### src/rtl/i2s_master_tx.sv
// Philips I2S clock-master transmitter: divides clk into sclk/ws and serializes
// one stereo pair per frame, fed from a single-entry holding register.
module i2s_master_tx #(
    parameter int WIDTH   = 16,
    parameter int CLK_DIV = 4
) (
    input  logic             clk,
    input  logic             rst,
    input  logic             s_valid,
    output logic             s_ready,
    input  logic [WIDTH-1:0] left_in,
    input  logic [WIDTH-1:0] right_in,
    output logic             sclk_out,
    output logic             ws_out,
    output logic             sdata_out,
    output logic             underrun
);
    localparam int DIV_W  = $clog2(CLK_DIV);
    localparam int SLOTS  = 2 * WIDTH;
    localparam int SLOT_W = $clog2(SLOTS);
    localparam logic [DIV_W-1:0]  DIV_LAST   = DIV_W'(CLK_DIV - 1);
    localparam logic [SLOT_W-1:0] SLOT_LAST  = SLOT_W'(SLOTS - 1);
    localparam logic [SLOT_W-1:0] SLOT_RIGHT = SLOT_W'(WIDTH);

    logic [DIV_W-1:0]  div_cnt_q, div_cnt_d;
    logic              sclk_q, sclk_d;
    logic [SLOT_W-1:0] slot_q, slot_d;
    logic              ws_q, ws_d;
    logic              sdata_q, sdata_d;
    logic              underrun_q, underrun_d;
    logic              full_q, full_d;
    logic [WIDTH-1:0]  hold_l_q, hold_l_d;
    logic [WIDTH-1:0]  hold_r_q, hold_r_d;
    logic [SLOTS-1:0]  shift_q, shift_d;
    logic              carry_q, carry_d;

    logic tick, fall, load, accept;

    assign tick   = (div_cnt_q == DIV_LAST);
    assign fall   = tick & sclk_q;
    assign load   = fall & (slot_q == SLOT_LAST);
    assign accept = s_valid & ~full_q;

    always_comb begin
        div_cnt_d  = tick ? '0 : div_cnt_q + DIV_W'(1);
        sclk_d     = tick ? ~sclk_q : sclk_q;
        slot_d     = slot_q;
        ws_d       = ws_q;
        sdata_d    = sdata_q;
        underrun_d = 1'b0;
        full_d     = full_q;
        hold_l_d   = hold_l_q;
        hold_r_d   = hold_r_q;
        shift_d    = shift_q;
        carry_d    = carry_q;

        if (fall) begin
            slot_d = (slot_q == SLOT_LAST) ? '0 : slot_q + SLOT_W'(1);
            ws_d   = (slot_d >= SLOT_RIGHT);
            if (load) begin
                // slot 0 still belongs to the previous frame's right LSB
                sdata_d = carry_q;
                carry_d = full_q & hold_r_q[0];
                if (full_q) begin
                    shift_d = {hold_l_q, hold_r_q};
                    full_d  = 1'b0;
                end else begin
                    shift_d    = '0;
                    underrun_d = 1'b1;
                end
            end else begin
                sdata_d = shift_q[SLOTS-1];
                shift_d = {shift_q[SLOTS-2:0], 1'b0};
            end
        end

        // accept only happens when empty, so it never races a load that reads the hold regs
        if (accept) begin
            full_d   = 1'b1;
            hold_l_d = left_in;
            hold_r_d = right_in;
        end
    end

    always_ff @(posedge clk) begin
        if (rst) begin
            div_cnt_q  <= '0;
            sclk_q     <= 1'b0;
            slot_q     <= SLOT_LAST;
            ws_q       <= 1'b0;
            sdata_q    <= 1'b0;
            underrun_q <= 1'b0;
            full_q     <= 1'b0;
            hold_l_q   <= '0;
            hold_r_q   <= '0;
            shift_q    <= '0;
            carry_q    <= 1'b0;
        end else begin
            div_cnt_q  <= div_cnt_d;
            sclk_q     <= sclk_d;
            slot_q     <= slot_d;
            ws_q       <= ws_d;
            sdata_q    <= sdata_d;
            underrun_q <= underrun_d;
            full_q     <= full_d;
            hold_l_q   <= hold_l_d;
            hold_r_q   <= hold_r_d;
            shift_q    <= shift_d;
            carry_q    <= carry_d;
        end
    end

    assign s_ready   = ~full_q;
    assign sclk_out  = sclk_q;
    assign ws_out    = ws_q;
    assign sdata_out = sdata_q;
    assign underrun  = underrun_q;

endmodule

### config.mk
export PLATFORM = sky130hd
export DESIGN_NAME = i2s_master_tx
export DESIGN_NICKNAME = d
export VERILOG_FILES = /design/src/rtl/i2s_master_tx.sv
export SDC_FILE = /design/constraint.sdc
export NUM_CORES = 1
export LEC_CHECK = 0
export ABC_AREA = 0
export ABC_CLOCK_PERIOD_IN_PS = 2400
export CAP_MARGIN = 10
export CORE_MARGIN = 3
export CORE_UTILIZATION = 35
export DETAILED_ROUTE_END_ITERATION = 10
export HOLD_SLACK_MARGIN = 0.03
export PLACE_DENSITY = 0.59
export SYNTH_ARGS = -nofsm -noshare
export SYNTH_HDL_FRONTEND = slang
export SYNTH_SLANG_ARGS = --single-unit
export TNS_END_PERCENT = 20
### constraint.sdc
create_clock -name clk -period 2.4 [get_ports clk]
set_input_delay 0.24 -clock clk [delete_from_list [all_inputs] [get_ports clk]]
set_output_delay 0.24 -clock clk [all_outputs]
set_load 0.02 [all_outputs]
# [Word-level counts from Yosys, hierarchy flattened]
# Index checks and enable logic that the tools add are counted.
[word_totals] register_bits=77 latchBits=0 mem_bits_rw=0 rom_bits=0 inputBits=35 out_inout_bits=5 wordCells=38 n_memories=0
[classes] n_addsub=2 n_mul=0 div=0 n_lt_le_gt_ge=1 eq_ne=2 n_shift=0 mux=8 n_bitwise=8 reduce_logical=6
[ops] operator="$mux 32" n=2
[ops] operator="$add 5x1->5 const B" n=1
[ops] operator="$eq 5x5->1 const B" n=1
[ops] operator="$ge 5x5->1 const B" n=1
[ops] operator="$mux 1" n=5
[ops] operator="$mux 5" n=1
[ops] operator="$and 1x1->1" n=4
[ops] operator="$not 1->1" n=4
[ops] operator="$reduce_and 2->1" n=2
[ops] operator="$reduce_bool 2->1" n=2
[ops] operator="$reduce_or 3->1" n=1
[ops] operator="$add 2x1->2 const B" n=1
[ops] operator="$eq 2x2->1 const B" n=1
[ops] operator="$reduce_or 2->1" n=1

# [Longest topological paths before layout]
[depth] ltp_word=6 ltp_mapped=9 ltp_nobuf=6

# [Worst setup path after synthesis]
# OpenSTA, ideal clock, no wires.
[synth_path] path_kind="register to register" startpoint="register slot_q[0]" endpoint="register full_q" setup_ps=128 arrival_time_ps=1732 setup_slack_ps=540 stages_incl_launch_ff=10 period_less_slack_ps=1860 cell_sequence="dfxtp_1 ha_1 and3_1 ha_1 buf_2 buf_2 buf_2 nand3_1 a21oi_1 nor2_1"
[synth_via] elab_chain_len=4
[synth_rtl] element="start, declared" line_no="27" source="logic [SLOT_W-1:0] slot_q, slot_d;"
[synth_rtl] element="start signal, assigned" line_no="101" source="slot_q <= slot_d;"
[synth_rtl] element="$eq 5x5->1" line_no="41" source="assign load = fall & (slot_q == SLOT_LAST);"
[synth_rtl] element="$and 1x1->1" line_no="41"
[synth_rtl] element="$reduce_bool 2->1 (no source line)"
[synth_rtl] element="$reduce_and 2->1 (no source line)"
[synth_rtl] element="end signal, assigned" line_no="105" source="full_q <= full_d;"
[synth_rtl] element="end, declared" line_no="31" source="logic full_q, full_d;"
# Every way passes these cells.
# A chain may end at the register's enable or synchronous reset.

# [Final worst setup path]
[layout_path] startpoint="register slot_q[0]" endpoint="register shift_q[30]"
[layout_via] elab_chain_len=3
[layout_rtl] element="$eq 5x5->1" line_no="41"
[layout_rtl] element="$and 1x1->1" line_no="41"
[layout_rtl] element="$mux 32" line_no="60" source="if (load) begin"
[layout_rtl] element="end signal, assigned" line_no="108" source="shift_q <= shift_d;"
[layout_rtl] element="end, declared" line_no="34" source="logic [SLOTS-1:0] shift_q, shift_d;"
# Every way passes these cells.

==> out/metrics.yaml <==
timing:
  relSlewSlack_pct: 50.6
  tns_ns: 0
  finalSetupViolations: 0
  fmax_mhz: 482
  max_slew.worst_pin.slew_ns: 0.740
  grt_setup_unrepaired: "false"
  hold_violations: 0
  min_period_ns: 2.08
  drv_slew: 0
  period_share_pct: 86.5
  clock-skew-final_ns: 0.00680
finish:
  drive_gt1_share_pct: 9.60
  area_growth_syn_to_layout_pct: 20.1
  nNetsFinal: 410
  final_cell_mix: "dfxtp_1, nand2_1, clkdlybuf4s50_1, a21oi_1, nor2_1"
  fin_util_pct: 44.1
  layout_commonest_cell: "dfxtp_1"
  antennaDiodeCount: 0
  fillers: 850
detailed_routing:
  post_drt_wl_per_cell_um: 13.1
  vias: 2390
  postRouteAntennaNets: 0
  vias_per_cell: 4.98
  drc: 0
  drt_first_pass_iters: 4
  drt_iter0_drc: 76
  wl_um: 6270
power_and_ir_drop:
  ir_drop_mv: 0.256
  power_uw: 2360
  p_int_uw: 1790
  p_leak_uw: 0.00135
  power_frac_comb_pct: 9.6
  power_density_nw_per_um2: 638
  swShare_pct: 24.1
  seqPwrFrac_pct: 57.2
  p_sw_uw: 569
  clkPwrFrac_pct: 33.2
critical_path:
  cp.required_ns: 2.66
  cp-end-kind: "flop"
  path_cells: "ha_1, and3_1, ha_2, nor2b_1, or3_1, o2bb2ai_1"
  critPathBufInv: 0
  crit_arrival_ns: 2.33
  cp_max_fo: 15
  critical_path_class: "flop to flop"
  critPathLaunchType: "flop"
  cpLargestDelayFamily: "simple AND/OR/NAND/NOR gates"
  cpPeakStageDelay_ns: 0.64
  slowest_stage: "or3_1"
flow_run:
  drv_cap: 0
global_routing:
  grt_pass1_wl_um: 11300
  grt.met1_usage_pct: 17.7
  grt_pass1_vias: 2493
  grt-busiest-layer: "met2"
  grt_usage_pct: 14.1
  antenna_found_initial: 0
  overflow: 0
  use_met2_pct: 22.9
  use_met3_pct: 3.13
  grt_max_degree: 56
yosys:
  netlist_area_um2: 3080
  synthDistinctLibCells: 32
  synth.top_cell.area_share_pct: 50.0
  synth_nets: 381
  ys_ff_latch: 77
  seq_area_frac_synth_pct: 50.0
  syn_area_per_cell_um2: 8.98
  synth.largest_area_cell: "dfxtp_1"
  yosysWarnings: 0
  synth_area_leaders: "dfxtp_1, nand2_1, a21oi_1, mux2i_1, o2bb2ai_2"
  synthCells: 343
clocking:
  cts.sinks: 77
  numCtsBuffers: 9
  cts_tree: "done"
  clk_pin_slew_ns: 0.07
  post_cts.repair.setup_buffers: 0
  cts-root-buf: "clkbuf_8"
  cts_buffer_depth: 2
  cts_hold_buf: 0
  ctsResizeCount: 0
  worstSkewPairLatency_ns: 0.34
  htree_levels: 3
hold_path:
  hp-class: "input port to flop"
die:
  die_x_um: 99.8
  pin_count: 40
  die-area_um2: 9960
  die_y_um: 99.8
  start_util_pct: 36.8
  core-area_um2: 8380
  fp-row-count: 33
place:
  hpwl_um: 4070
  port-buffer-count: 39
  place_congestion: 0.713
status:
  run_status: "finished, final reports clean"
==> path summary, 6_finish.rpt <==
kind | startpoint | end | slack [ns] | cells after the start
worst max register to register | slot_q[0] | shift_q[30] | 0.32 | 6
worst min-delay path | rst | full_q | 0.42 | 3
worst max-delay path | slot_q[0] | shift_q[30] | 0.32 | 6
worst min register to register | div_cnt_q[0] | div_cnt_q[0] | 0.44 | 1
==> synth_stat cells, drive strengths merged <==
cell type	count
or3	1
xnor2	1
o21ai	2
a211o	2
a31oi	1
and3	1
buf	9
ha	3
a311oi	16
nand4	1
a211oi	1
or3b	1
nand2	72
nor3b	2
nand3	2
nor4b	1
mux2i	16
and2	1
dfxtp	77
nand2b	1
inv	1
nand3b	1
clkbuf	21
nor2	20
a21oi	37
o2bb2ai	15
nor3	18
nor4	1
nor2b	18
==> flip-flops by register name, summed over array words and instances (netlist names), 2 cells and up <==
name	flops
shift_q	32
div_cnt_q	2
slot_q	5
hold_r_q	16
hold_l_q	16
==> cells by family (layout without fill, tap and decap cells) <==
group                      after synthesis  in the layout  synth area share [%]
and+or+nand+nor                        141            141                  20.7
DFF                                     77             77                  50.0
AOI/OAI and AO/OA                       74             74                  18.2
buffers and inverters                   31             63                  4.35
muxes                                   16             16                  5.20
adders and majority gates                3              3                  1.22
xor gates and xnor gates                 1              1                 0.284
==> stage by stage <==
stage / hold WS (ns) / setup slack [ns] / cells / area, um2
6_report: 0.417 / 0.325 / 480 / 3700
5_1_grt: 0.442 / 0.185 / 480 / 3700
4_1_cts: 0.405 / 0.322 / 480 / 3700
3_5_place_dp: 0.432 / 0.349 / 466 / 3550
3_3_place_gp: 0.412 / 0.406 / 466 / 3550
2_1_floorplan: 0.376 / 0.540 / 343 / 3080
==> cell type report <==
type                       count  area [um2]  area share [%]
multi-input combinational    235        1410            38.1
tap                          105         131            3.55
inverter                       1        3.75           0.101
sequential                    77        1540            41.7
timing repair buffer          48         465            12.6
clock inverter                 3        15.0           0.406
clock buffer                  11         131            3.55
==> tightest hold or removal path: cells and delay by family <==
kind | cells | cell delay, ns
buffers and inverters | 2 | 0.35
AND/OR/NAND/NOR | 1 | 0.12
==> power by group through the flow <==
stage                     Sequential (uW)  Clock (uW)  Combinational (uW)
after floorplan                      1370           0                 135
after global routing                 1350         867                 256
after detailed placement             1380           0                 230
final                                1350         783                 226
after global placement               1380           0                 226
after CTS                            1350         817                 231
==> routing by layer <==
metal | up-vias | wire (um)
met3 | 9 | 154
met4 | 0 | 102
met5 | - | 0
met2 | 28 | 2870
li1 | 1244 | -
met1 | 1109 | 3150
Note: power is estimated with default switching activity, not from simulation.
